$ cat src/rtl/decoder3x8_pipe.sv
// decoder3x8_pipe: 3-to-8 one-hot decoder with a 2-entry output buffer and, under `DEC_HITCOUNT_EN, a per-line hit counter bank.
// Latency: a word accepted into an empty buffer is presented with out_valid=1 right after its accepting edge.
// Backpressure: in_ready drops when both entries are occupied and depends only on registered occupancy, never on out_ready.

module decoder3x8_fifo #(
  parameter int W     = 8,
  parameter int DEPTH = 2
) (
  input  logic         clk,
  input  logic         rst,
  input  logic         push_vld,
  input  logic [W-1:0] push_dat,
  output logic         push_rdy,
  output logic         pop_vld,
  output logic [W-1:0] pop_dat,
  input  logic         pop_rdy
);
  localparam int AW = (DEPTH > 1) ? $clog2(DEPTH) : 1;
  localparam int CW = $clog2(DEPTH + 1);

  logic [W-1:0]  mem [DEPTH];
  logic [AW-1:0] wr_ptr;
  logic [AW-1:0] rd_ptr;
  logic [CW-1:0] cnt;
  logic          push;
  logic          pop;

  assign push_rdy = (cnt != CW'(DEPTH));
  assign pop_vld  = (cnt != '0);
  assign pop_dat  = pop_vld ? mem[rd_ptr] : '0;
  assign push     = push_vld && push_rdy;
  assign pop      = pop_vld && pop_rdy;

  function automatic logic [AW-1:0] ptr_inc(input logic [AW-1:0] p);
    return (p == AW'(DEPTH - 1)) ? '0 : p + 1'b1;
  endfunction

  always_ff @(posedge clk or posedge rst) begin
    if (rst) begin
      wr_ptr <= '0;
      rd_ptr <= '0;
      cnt    <= '0;
      for (int i = 0; i < DEPTH; i++) mem[i] <= '0;
    end else begin
      if (push) begin
        mem[wr_ptr] <= push_dat;
        wr_ptr      <= ptr_inc(wr_ptr);
      end
      if (pop) rd_ptr <= ptr_inc(rd_ptr);
      // simultaneous push and pop leaves occupancy unchanged
      case ({push, pop})
        2'b10:   cnt <= cnt + 1'b1;
        2'b01:   cnt <= cnt - 1'b1;
        default: cnt <= cnt;
      endcase
    end
  end
endmodule

module decoder3x8_pipe #(
  parameter int CNT_W = 8
) (
  input  logic             clk,
  input  logic             rst,
  input  logic             in_valid,
  input  logic [2:0]       in_code,
  input  logic             in_en,
  output logic             in_ready,
  output logic             out_valid,
  output logic [7:0]       out_onehot,
  input  logic             out_ready,
  input  logic [2:0]       hit_sel,
  input  logic             hit_clr,
  output logic [CNT_W-1:0] hit_count
);
  logic [7:0] word;

  assign word = in_en ? (8'b1 << in_code) : 8'h00;

  decoder3x8_fifo #(.W(8), .DEPTH(2)) u_buf (
    .clk      (clk),
    .rst      (rst),
    .push_vld (in_valid),
    .push_dat (word),
    .push_rdy (in_ready),
    .pop_vld  (out_valid),
    .pop_dat  (out_onehot),
    .pop_rdy  (out_ready)
  );

`ifdef DEC_HITCOUNT_EN
  logic             accept;
  logic [CNT_W-1:0] hits [8];

  assign accept = in_valid && in_ready;

  // clear takes priority over a same-cycle increment; counters saturate
  always_ff @(posedge clk or posedge rst) begin
    if (rst) begin
      for (int i = 0; i < 8; i++) hits[i] <= '0;
    end else if (hit_clr) begin
      for (int i = 0; i < 8; i++) hits[i] <= '0;
    end else if (accept && in_en && (hits[in_code] != '1)) begin
      hits[in_code] <= hits[in_code] + 1'b1;
    end
  end

  assign hit_count = hits[hit_sel];
`else
  logic unused_hit;

  assign unused_hit = ^{hit_sel, hit_clr};
  assign hit_count  = '0;
`endif

endmodule

$ cat config.mk
export PLATFORM = sky130hd
export DESIGN_NAME = decoder3x8_pipe
export DESIGN_NICKNAME = d
export VERILOG_FILES = /design/src/rtl/decoder3x8_pipe.sv
export SDC_FILE = /design/constraint.sdc
export NUM_CORES = 1
export LEC_CHECK = 0
export CORE_MARGIN = 3
export CORE_UTILIZATION = 40
export DETAILED_ROUTE_END_ITERATION = 8
export PLACE_DENSITY = 0.78
export SLEW_MARGIN = 15
export SYNTH_ARGS = -nofsm -noshare
export SYNTH_HDL_FRONTEND = slang
export SYNTH_HIERARCHICAL = 1
export SYNTH_SLANG_ARGS = --single-unit
export TNS_END_PERCENT = 30
$ cat constraint.sdc
create_clock -name clk -period 4.6 [get_ports clk]
set_input_delay 1.15 -clock clk [delete_from_list [all_inputs] [get_ports clk]]
set_output_delay 1.15 -clock clk [all_outputs]
set_load 0.02 [all_outputs]
Yosys cells after proc, flatten, opt, wreduce, memory -nomap -nowiden
Index checks and enable logic that the tools add are counted.
{"block": "totals", "ff_bits": 20, "in_bits": 12, "out_inout_bits": 18, "elab_cells": 34}
{"block": "classes", "add_sub_neg": 4, "magnitude_cmp": 3, "eq_ne": 3, "n_shift": 1, "n_mux": 11, "n_bitwise": 2, "reduce_logical": 5}
{"op": "$mux 8", "count": 6}
{"op": "$bwmux 16", "count": 1}
{"op": "$demux 8 s1", "count": 1}
{"op": "$shl 1x3->8 const A", "count": 1}
{"op": "$ge 2x2->1 const B", "count": 2}
{"op": "$not 1->2", "count": 2}
{"op": "$pmux 2 s2", "count": 1}
{"op": "$reduce_bool 2->1", "count": 2}
{"op": "$logic_and 1x1->1", "count": 3}
{"op": "$add 1x1->1 const B", "count": 2}
{"op": "$add 2x1->2 const B", "count": 1}
{"op": "$eq 2x1->1 const B", "count": 1}
{"op": "$eq 2x2->1 const B", "count": 1}
{"op": "$lt 2x1->1 const B", "count": 1}
{"op": "$mux 1", "count": 2}
{"op": "$ne 2x2->1 const B", "count": 1}
{"op": "$sub 2x1->2 const B", "count": 1}

Depth between registers and ports, before layout
{"block": "logic_depth", "ltp_word": 6, "mapped_depth": 6, "mapped_depth_nobuf": 6}

Cells and area by module
The synthesis kept the hierarchy.
{"module": "decoder3x8_fifo", "instances": 1, "cells_each": 69, "area_per_inst_um2": 957.2, "seq_area_each_um2": 500.5}
{"module": "decoder3x8_pipe", "instances": 1, "cells_each": 17, "area_per_inst_um2": 158.9, "seq_area_each_um2": 0.0}

Worst setup path before layout
Ideal clock, no wire load.
{"block": "synth_timing", "kind": "reg-to-output", "start": "register u_buf.rd_ptr", "end": "output out_onehot[0]", "t_arrival_ps": 943, "required_time_ps": 3450, "setup_slack_ps": 2507, "stages_incl_launch_ff": 4, "path_buffers": 1, "cell_sequence": "dfrtp_1 -> buf_2 -> mux2i_1 -> nor2_1"}
{"block": "synth_between", "elab_chain_len": 5}
{"element": "from (decl)", "line": "23", "source": "logic [AW-1:0] rd_ptr;"}
{"element": "from (signal assigned)", "line": "49", "source": "if (pop) rd_ptr <= ptr_inc(rd_ptr);"}
{"element": "$not 1->2 (implied by the code)", "line": "30", "source": "assign pop_dat = pop_vld ? mem[rd_ptr] : '0;"}
{"element": "$mux 8 (implied by the code) (3 in series)", "line": "30"}
{"element": "$mux 8", "line": "30"}
{"element": "to (decl)", "line": "70", "source": "output logic [7:0] out_onehot,"}
Every way passes these cells. The select of a mux whose other input is x is not followed.

Worst setup path after layout
{"block": "layout_timing", "start": "register u_buf.cnt[0]", "end": "output out_onehot[0]"}
{"block": "layout_between", "elab_chain_len": 2}
{"element": "from (decl)", "line": "24", "source": "logic [CW-1:0] cnt;"}
{"element": "from (signal assigned)", "line": "52", "source": "2'b10: cnt <= cnt + 1'b1;"}
{"element": "from (signal assigned)", "line": "53", "source": "2'b01: cnt <= cnt - 1'b1;"}
{"element": "from (signal assigned)", "line": "54", "source": "default: cnt <= cnt;"}
{"element": "$reduce_bool 2->1", "line": "29", "source": "assign pop_vld = (cnt != '0);"}
{"element": "$mux 8", "line": "30"}
Every way passes these cells.

==> flow_summary.ini <==
[timing]
relSlewSlack_pct = 50.5
rsz0062_at_grt = no
tns_ns = 0
layout_min_cycle_time_ns = 2.99
hold_viol = 0
finalCritPeriodShare_pct = 65.1
skew_ns = 0.00290
fmax_mhz = 334
drv_slew = 0
setup_violations = 0
worst_pin_slew_ns = 0.741

[floorplanning]
dieWidth_um = 58.8
row_count = 18
initial_core_util_pct = 43.5
core_area_mm2 = 0.00257
dieArea_mm2 = 0.00346
io_pins = 30
chipHeight_um = 58.8

[worst_setup_path]
path_cells = nor2_2 > nor2_1 > clkdlybuf4s50_1
critPathTopFamily = buffers and inverters
worstSetupPathType = reg2out
cp.arrival_ns = 1.84
r2r_end = u_buf/cnt[1]
cp_max_fo = 10
crit_path_start_kind = register
path_buf_inv = 1
r2r_slack_ns = 2.84
required_ns = 3.45
critPathMaxStageDelay_ns = 0.56
endpoint_kind = output pin
reg2reg_from = u_buf/cnt[0]
slowest_stage = clkdlybuf4s50_1
r2r_cells = 5

[synth]
synth_cell_types = 25
synth_top_area_cell = dfrtp_1
ys_async_sr_fraction_pct = 100
netlist_area_mm2 = 0.00112
synth-main-ff-cell = dfrtp_1
synth_commonest_cells = dfrtp_1, nor2_1
synth-warning-count = 6
synth_top_area_share_pct = 44.8
synth-seq-cells = 20
synth_edf_count = 0
syn_inst = 86
avgSynthCellArea_um2 = 13.0
ys_top_cells_by_area = dfrtp_1, mux2_4, mux2_2
post-synth-top-count-cell = dfrtp_1
ys_seq_area_share_pct = 44.8

[placed_design]
dp_hpwl_um = 1440
gp_congestion = 0.703
place_inst = 130
port-buffer-count = 17

[hold_path]
whs_endpoint = u_buf/wr_ptr
holdPathStages = 1
hold_class = reg2reg
hold_start = u_buf/wr_ptr

[outcome]
status = complete, no violations

[clock_tree]
cts_max_level = 1
cts_sinks = 20
cts_tree = done
clk_pin_slew_ns = 0.10
cts_buffers = 3
clockRootBuffer = clkbuf_4
cts_resized = 0
hold_buffers = 0
post_cts_buffers = 0
clockBufferDepth = 2
clock_latency_ns = 0.29

[cells_and_area]
layoutNonFillerInstCount = 133
multi_input_area_um2 = 558
area_growth_pct = 16.1
fill_cells = 245
final_core_util_pct = 50.5
seq_area_um2 = 500
final_nets = 118
n_antenna_cell = 0
final_layout_size_suffix_gt1_share_pct = 27.2

[drt]
avgViaCountPerCell = 4.90
antenna_left = 0
wl_per_cell_um = 14.4
drc_errors = 0
drtIter0Drc = 4
vias = 652
first_pass_iters = 4
routed_wl_um = 1920

[global_route]
antenna_found_initial = 0
first_global_vias = 687
gr-total-overflow = 0
grtUsageTotal_pct = 12.8
grt_max_degree = 21
grt_pass1_wl_um = 3280

[power_and_ir_drop]
irDropWorstVdd_uv = 431
power_density_mw_per_mm2 = 513
p_leak_nw = 0.633

[flow_run]
maxCapViolCount = 0
[worst max-delay path by stage]
stage                     to         start  cells past startpoint  slack, ns
6_report       out_onehot[0]  u_buf/cnt[0]                      3       1.61
2_1_floorplan  out_onehot[0]  u_buf/rd_ptr                      3       2.51
4_1_cts        out_onehot[0]  u_buf/cnt[0]                      3       1.57
3_3_place_gp   out_onehot[3]  u_buf/rd_ptr                      3       1.94
3_5_place_dp   out_onehot[0]  u_buf/cnt[0]                      3       1.92
5_1_grt        out_onehot[6]  u_buf/rd_ptr                      3       1.46
[kinds of logic after synthesis]
family,Yosys count,synth area share (%)
muxes,24,26.0
other,1,0.336
xor gates and xnor gates,5,3.92
buffers and inverters,12,7.51
adders and majority gates,1,1.12
and+or+nand+nor,23,16.3
DFF,20,44.8
[layout by cell type, fill, tap and decap left out, drive strengths merged, types with 2 or more instances in the layout]
cell type,n
and4bb,3
conb,8
inv,2
dfrtp,20
clkdlybuf4s50,17
clkbuf,3
and4b,3
mux2i,8
mux2,16
xnor2,3
nor2,10
xor2,2
[power breakdown]
group	switching [mW]	leakage, nW	internal [mW]	total (mW)
clock network	0.0481	0.0138	0.0305	0.0786
registers	0.0559	0.266	0.226	0.282
logic	0.140	0.353	0.164	0.304
total	0.244	0.633	0.421	0.665
[worst register-to-register path, stage by stage (launching register included)]
cell,delay (ns)
dfrtp_1,0.45
nor2_2,0.43
nor2b_1,0.15
ha_1,0.36
nor2_1,0.15
xor2_1,0.15
[layout make-up]
class | count | share of cell area (%)
tap | 30 | 2.90
clock buffer | 3 | 1.74
timing repair buffer | 17 | 13.1
inverter | 2 | 0.579
multi-input combinational | 61 | 43.1
sequential | 20 | 38.6
[per-layer routing]
layer  part of all wire, %  routed length, µm  vias to the layer above  global-route usage [%]
met5                     0                  0                        -                       0
met4                  0.42                  8                        0                    4.85
met3                   4.7                 90                        2                    2.19
met2                    52                990                       19                    22.9
met1                    43                830                      316                    15.1
li1                      -                  -                      315                       -
[state kept, by name, indices dropped and copies added (netlist names)]
register	count
u_buf/cnt	2
u_buf/mem	16
u_buf/wr_ptr	1
u_buf/rd_ptr	1
[metrics by stage]
stage / instance area (µm²) / total power, mW / setup slack, ns / hold slack (ns)
2_1_floorplan: 1140 / 0.504 / 2.51 / 0.460
3_3_place_gp: 1270 / 0.581 / 1.94 / 0.474
3_5_place_dp: 1270 / 0.594 / 1.92 / 0.482
4_1_cts: 1300 / 0.675 / 1.57 / 0.501
5_1_grt: 1300 / 0.709 / 1.46 / 0.527
6_report: 1300 / 0.665 / 1.61 / 0.492
(Power assumes the default switching activity.)
